[src/rtl/axil_mitm_wr.sv]
// AXI4-lite write-path man-in-the-middle: captures AW and W independently, reissues
// them downstream as a single outstanding write, and returns the B response, all registered.
module axil_mitm_wr #(
  parameter int ADDR_WIDTH = 32,
  parameter int DATA_WIDTH = 32,
  parameter int STRB_WIDTH = DATA_WIDTH / 8
) (
  input  logic                  clk,
  input  logic                  rst,
  input  logic [ADDR_WIDTH-1:0] s_axil_awaddr,
  input  logic [2:0]            s_axil_awprot,
  input  logic                  s_axil_awvalid,
  output logic                  s_axil_awready,
  input  logic [DATA_WIDTH-1:0] s_axil_wdata,
  input  logic [STRB_WIDTH-1:0] s_axil_wstrb,
  input  logic                  s_axil_wvalid,
  output logic                  s_axil_wready,
  output logic [1:0]            s_axil_bresp,
  output logic                  s_axil_bvalid,
  input  logic                  s_axil_bready,
  output logic [ADDR_WIDTH-1:0] m_axil_awaddr,
  output logic [2:0]            m_axil_awprot,
  output logic                  m_axil_awvalid,
  input  logic                  m_axil_awready,
  output logic [DATA_WIDTH-1:0] m_axil_wdata,
  output logic [STRB_WIDTH-1:0] m_axil_wstrb,
  output logic                  m_axil_wvalid,
  input  logic                  m_axil_wready,
  input  logic [1:0]            m_axil_bresp,
  input  logic                  m_axil_bvalid,
  output logic                  m_axil_bready
);

  // Handshakes: a beat transfers on a rising edge where valid and ready are both high;
  // once valid is raised it holds, with its payload stable, until that edge.
  typedef enum logic [2:0] {
    IDLE  = 3'b001,
    ISSUE = 3'b010,
    RESP  = 3'b100
  } state_t;

  state_t                state_q, state_d;
  logic                  s_awready_q, s_awready_d;
  logic                  s_wready_q, s_wready_d;
  logic                  s_bvalid_q, s_bvalid_d;
  logic [1:0]            s_bresp_q, s_bresp_d;
  logic                  m_awvalid_q, m_awvalid_d;
  logic                  m_wvalid_q, m_wvalid_d;
  logic                  m_bready_q, m_bready_d;
  logic                  aw_cap_q, aw_cap_d;
  logic                  w_cap_q, w_cap_d;
  logic [ADDR_WIDTH-1:0] m_awaddr_q;
  logic [2:0]            m_awprot_q;
  logic [DATA_WIDTH-1:0] m_wdata_q;
  logic [STRB_WIDTH-1:0] m_wstrb_q;

  logic aw_hs, w_hs, m_b_hs;

  assign aw_hs  = s_axil_awvalid && s_awready_q;
  assign w_hs   = s_axil_wvalid && s_wready_q;
  assign m_b_hs = m_axil_bvalid && m_bready_q;

  always_comb begin
    state_d     = state_q;
    s_awready_d = 1'b0;
    s_wready_d  = 1'b0;
    aw_cap_d    = aw_cap_q;
    w_cap_d     = w_cap_q;
    m_awvalid_d = m_awvalid_q && !m_axil_awready;
    m_wvalid_d  = m_wvalid_q && !m_axil_wready;
    m_bready_d  = 1'b0;
    s_bvalid_d  = s_bvalid_q && !s_axil_bready;
    s_bresp_d   = s_bresp_q;
    unique case (state_q)
      IDLE: begin
        aw_cap_d = aw_cap_q || aw_hs;
        w_cap_d  = w_cap_q || w_hs;
        if (aw_cap_d && w_cap_d) begin
          m_awvalid_d = 1'b1;
          m_wvalid_d  = 1'b1;
          aw_cap_d    = 1'b0;
          w_cap_d     = 1'b0;
          state_d     = ISSUE;
        end else begin
          s_awready_d = !aw_cap_d && !m_awvalid_q;
          s_wready_d  = !w_cap_d && !m_wvalid_q;
        end
      end
      ISSUE: begin
        if (!m_awvalid_d && !m_wvalid_d) begin
          m_bready_d = !s_bvalid_d;
          state_d    = RESP;
        end
      end
      RESP: begin
        // Hold off the downstream response until the upstream slot is free.
        m_bready_d = !s_bvalid_d;
        if (m_b_hs) begin
          s_bresp_d   = m_axil_bresp;
          s_bvalid_d  = 1'b1;
          m_bready_d  = 1'b0;
          s_awready_d = 1'b1;
          s_wready_d  = 1'b1;
          state_d     = IDLE;
        end
      end
      default: state_d = IDLE;
    endcase
  end

  always_ff @(posedge clk) begin
    if (rst) begin
      state_q     <= IDLE;
      s_awready_q <= 1'b0;
      s_wready_q  <= 1'b0;
      s_bvalid_q  <= 1'b0;
      s_bresp_q   <= 2'b00;
      m_awvalid_q <= 1'b0;
      m_wvalid_q  <= 1'b0;
      m_bready_q  <= 1'b0;
      aw_cap_q    <= 1'b0;
      w_cap_q     <= 1'b0;
      m_awaddr_q  <= '0;
      m_awprot_q  <= 3'b000;
      m_wdata_q   <= '0;
      m_wstrb_q   <= '0;
    end else begin
      state_q     <= state_d;
      s_awready_q <= s_awready_d;
      s_wready_q  <= s_wready_d;
      s_bvalid_q  <= s_bvalid_d;
      s_bresp_q   <= s_bresp_d;
      m_awvalid_q <= m_awvalid_d;
      m_wvalid_q  <= m_wvalid_d;
      m_bready_q  <= m_bready_d;
      aw_cap_q    <= aw_cap_d;
      w_cap_q     <= w_cap_d;
      // Readies are only high in IDLE, so the downstream registers are idle when written.
      if (aw_hs) begin
        m_awaddr_q <= s_axil_awaddr;
        m_awprot_q <= s_axil_awprot;
      end
      if (w_hs) begin
        m_wdata_q <= s_axil_wdata;
        m_wstrb_q <= s_axil_wstrb;
      end
    end
  end

  assign s_axil_awready = s_awready_q;
  assign s_axil_wready  = s_wready_q;
  assign s_axil_bresp   = s_bresp_q;
  assign s_axil_bvalid  = s_bvalid_q;
  assign m_axil_awaddr  = m_awaddr_q;
  assign m_axil_awprot  = m_awprot_q;
  assign m_axil_awvalid = m_awvalid_q;
  assign m_axil_wdata   = m_wdata_q;
  assign m_axil_wstrb   = m_wstrb_q;
  assign m_axil_wvalid  = m_wvalid_q;
  assign m_axil_bready  = m_bready_q;

endmodule

[config.mk]
export PLATFORM = sky130hd
export DESIGN_NAME = axil_mitm_wr
export DESIGN_NICKNAME = d
export VERILOG_FILES = /design/src/rtl/axil_mitm_wr.sv
export SDC_FILE = /design/constraint.sdc
export NUM_CORES = 1
export LEC_CHECK = 0
export ABC_CLOCK_PERIOD_IN_PS = 2300
export CAP_MARGIN = 20
export CORE_MARGIN = 2
export CORE_UTILIZATION = 40
export DETAILED_ROUTE_END_ITERATION = 10
export PLACE_DENSITY_LB_ADDON = 0.08
export SLEW_MARGIN = 20
export SYNTH_ARGS = -nofsm -noshare
export SYNTH_HDL_FRONTEND = slang
export SYNTH_SLANG_ARGS = --single-unit
[constraint.sdc]
create_clock -name clk -period 2.3 [get_ports clk]
set_input_delay 0.69 -clock clk [delete_from_list [all_inputs] [get_ports clk]]
set_output_delay 0.69 -clock clk [all_outputs]
set_load 0.02 [all_outputs]
Yosys cells after proc, flatten, opt, wreduce, memory -nomap -nowiden
Cells that the tools add are included.
{"block": "word_totals", "word_cells": 64, "output_inout_bits": 79, "register_bits": 84}
{"block": "classes", "mux": 20, "n_eq_ne": 6, "n_reduce_logical": 24}
{"cell": "1-bit 2-to-1 mux", "count": 13}
{"cell": "1-bit logical AND", "count": 10}
{"cell": "1-bit logical NOT", "count": 10}
{"cell": "3-bit 2-to-1 mux", "count": 3}
{"cell": "3-bit case mux with 3 select lines", "count": 1}
{"cell": "2-bit != test, second input constant", "count": 3}
{"cell": "1-bit case mux with 2 select lines", "count": 3}
{"cell": "3-bit by 1-bit equality test with 1-bit output, second input constant", "count": 1}
{"cell": "3-bit by 2-bit equality test with 1-bit output, second input constant", "count": 1}
{"cell": "3-bit equality test, second input constant", "count": 1}
{"cell": "3-bit AND reduction", "count": 1}
{"cell": "1-bit logical OR", "count": 2}
{"cell": "2-bit AND reduction", "count": 1}

Logic depth before layout (Yosys ltp)
{"block": "depth", "word_depth": 6, "depth_mapped": 6, "ltp_nobuf": 4}

Worst setup path after synthesis
Ideal clock, no wire load.
{"block": "synth_timing", "path_kind": "in2reg", "start": "in m_axil_bvalid", "end": "reg s_bresp_q[0], in the netlist s_axil_bresp[0]", "setup_ps": 128, "stages": 5, "path_slack_ps": 656, "t_arrival_ps": 1516, "n_path_buf": 1, "path_cell_list": "nand2_1 -> or4b_1 -> buf_2 -> mux2i_1 -> nor2_1"}
{"block": "synth_via", "elab_chain_cells": 2}
{"item": "from (decl)", "line": "30", "rtl": "input logic m_axil_bvalid,"}
{"item": "1-bit logical AND", "line": "61", "rtl": "assign m_b_hs = m_axil_bvalid && m_bready_q;"}
{"item": "2-bit AND reduction (no line)"}
{"item": "to (signal assigned)", "line": "132", "rtl": "s_bresp_q <= s_bresp_d;"}
{"item": "to (decl)", "line": "46", "rtl": "logic [1:0] s_bresp_q, s_bresp_d;"}
No other way between the ends.
A chain may end at the register's enable or synchronous reset.

Final worst setup path
{"block": "layout_timing", "start": "reg s_awready_q, in the netlist s_axil_awready", "end": "out s_axil_awready"}
{"item": "from (decl)", "line": "43", "rtl": "logic s_awready_q, s_awready_d;"}
{"item": "from (signal assigned)", "line": "129", "rtl": "s_awready_q <= s_awready_d;"}
{"item": "to (decl)", "line": "13", "rtl": "output logic s_axil_awready,"}
No word-level cell between the ends.

==> impl_metrics.tcl <==
set metrics [dict create \
    outcome "complete, no violations" \
    final_cell_mix "158 x clkdlybuf4s50_1, 146 x nand2_1, 84 x dfxtp_1" \
    wl_per_cell_um 12.56 \
    cts_resized 0 \
    rsz0062_at_grt "no" \
    slew_viol_final 0 \
    drive_gt1_share_pct 5.313 \
    grt_max_degree 37 \
    cts-root-buf "clkbuf_8" \
    final_common_cell "clkdlybuf4s50_1" \
    core_mm2 0.007176 \
    num_antenna_cells 0 \
    multi_input_area_mm2 0.001154 \
    cp-end-kind "primary output" \
    yosys.cell_types.count 21 \
    overflow 0 \
    routed_wl_um 7861 \
    ios 160 \
    cpPeakStageDelay_ns 0.62 \
    cts_max_level 3 \
    antenna_left 0 \
    r2r_setup_slack_ns 0.88 \
    syn-instance-count 367 \
    fin_crit_ns 2.044 \
    dpl.cell_count 610 \
    gp_congestion 0.7343 \
    setup_violations 0 \
    tightestPinTransition_ns 0.5371 \
    nNetsFinal 603 \
    rows 31 \
    period_share_pct 88.85 \
    rr_endpoint "state_q[2]" \
    yosysSeqAreaShare_pct 57.19 \
    hold_viol_final 0 \
    clk_latency_ns 0.34 \
    worst-endpoint-required_ns 1.61 \
    p_leak_nw 1.757 \
    max_cap_viol_count 0 \
    grt_use_total_pct 19.51 \
    port_buffers 159 \
    ys_warn_count 0 \
    worstPathCellList "clkdlybuf4s50_1" \
    start_util_pct 40.98 \
    fmax_mhz 489.3 \
    drc 0 \
    drt_iter0_markers 75 \
    clock_sinks 84 \
    power.density_mw_per_mm2 729.0 \
    hp-class "register to register" \
    fill_cells 585 \
    tns_ns 0 \
    vdd_drop_max_uv 412.4 \
    reg2reg_from "state_q[0]" \
    dieWidth_um 89.74 \
    clkTransAtPathRegs_ns 0.08 \
    hpwl_um 5594 \
    ys_ff_latch 84 \
    total_power_w 0.003570 \
    clk_path_buf_depth 2 \
    hold_end "m_axil_awaddr[26]" \
    postCtsSetupRepairBufs 0 \
    worst_hold_startpoint "m_axil_awaddr[26]" \
    fin_skew_ns 0.007602 \
    avgSynthCellArea_um2 8.012 \
    cp_slowest_cell "clkdlybuf4s50_1" \
    crit_fanout 3 \
    seq_area_mm2 0.001682 \
    vias 2917 \
    antenna_found_initial 0 \
    crit_family "buffers and inverters" \
    grt_first_pass_wirelength_um 12960 \
    final_cells 626 \
    fp.dieH_um 89.74 \
    syn2layout_area_growth_pct 66.55 \
    synth.net_count 448 \
    path_class "register to primary output" \
    netlist_area_mm2 0.002940 \
    worstHoldPathCells 2 \
    viasPerCell 4.660 \
    ctsHoldBuffers 0 \
    die-area_mm2 0.008052 \
    dr.pass1.iters 4 \
    numCtsBuffers 9 \
    critPathArrivalTime_ns 1.35 \
    grt_pass1_vias 2734 \
    start_kind "register" \
    cts_tree "yes" \
    maxSlewHeadroom_pct 64.20 \
    rr_worst_depth 4 \
    cp_num_buf_inv 1 \
]
-- state kept, by name, summed over array words and instances (netlist names) --
signal          cells
m_axil_awaddr      32
w_cap_q             1
aw_cap_q            1
s_axil_bresp        2
s_axil_awready      1
m_axil_wvalid       1
m_axil_wstrb        4
m_axil_awprot       3
m_axil_bready       1
m_axil_awvalid      1
m_axil_wdata       32
s_axil_wready       1
state_q             3
s_axil_bvalid       1
-- area by class of cell --
cell class                 instances  area share [%]
multi-input combinational        258           23.56
timing repair buffer             169           34.95
tap                               99           2.529
sequential                        84           34.34
clock inverter                     5           1.737
clock buffer                      11           2.887
-- report_power, final --
group | switching [W] | total, W | internal, W
sequential | 0.0000594 | 0.00162 | 0.00156
combinational | 0.000389 | 0.000790 | 0.000401
clock | 0.000515 | 0.00116 | 0.000646
-- per-layer routing --
layer	global-route usage [%]	wire (um)
met4	7.308	133
met5	0	0
met2	30.74	3616
met3	6.203	628
met1	25.19	3482
-- metrics by stage --
stage / utilization, % / hold slack [ns] / instance area, um^2 / setup slack, ns
2_1_floorplan: - / 0.5028 / 2940 / 0.6562
3_3_place_gp: 65.09 / 0.4408 / 4671 / 0.1731
3_5_place_dp: 65.09 / 0.4461 / 4671 / 0.1354
4_1_cts: 68.25 / 0.4571 / 4897 / 0.2149
5_1_grt: 68.25 / 0.4762 / 4897 / 0.1987
6_report: 68.25 / 0.4544 / 4897 / 0.2563
-- synthesized netlist by cell type --
master | count | share of area (%)
o21ai_1 | 1 | 0.17
a21oi_1 | 81 | 14
and3_1 | 1 | 0.21
nor2_1 | 5 | 0.64
or4b_1 | 1 | 0.34
o21a_1 | 1 | 0.26
buf_4 | 1 | 0.26
clkbuf_1 | 18 | 2.3
nor3_2 | 2 | 0.68
nand2_1 | 146 | 19
nand2b_1 | 7 | 1.5
o21ai_0 | 1 | 0.17
and2_1 | 3 | 0.64
nand3b_1 | 1 | 0.26
mux2i_1 | 2 | 0.68
or3_1 | 1 | 0.21
or3b_1 | 1 | 0.30
nor3_1 | 3 | 0.51
nor3b_1 | 1 | 0.26
buf_2 | 6 | 1.0
dfxtp_1 | 84 | 57
-- worst max path at each step --
stage,from,endpoint,slack (ns),cells after the start
after floorplan,m_axil_bvalid,s_axil_bresp[0],0.66,5
after global placement,m_axil_bvalid,s_axil_bresp[1],0.17,5
after detailed placement,m_axil_bvalid,s_axil_bresp[1],0.14,5
after CTS,s_axil_wready,s_axil_wready,0.21,1
after global routing,s_axil_wready,s_axil_wready,0.20,1
final,s_axil_awready,s_axil_awready,0.26,1
-- cells by family after synthesis --
family | Yosys count | synth area share, %
mux | 2 | 0.6809
buf+inv | 25 | 3.574
simple gates | 172 | 24.17
compound gates | 84 | 14.38
flops | 84 | 57.19
Power figures use the tool's default switching activity.
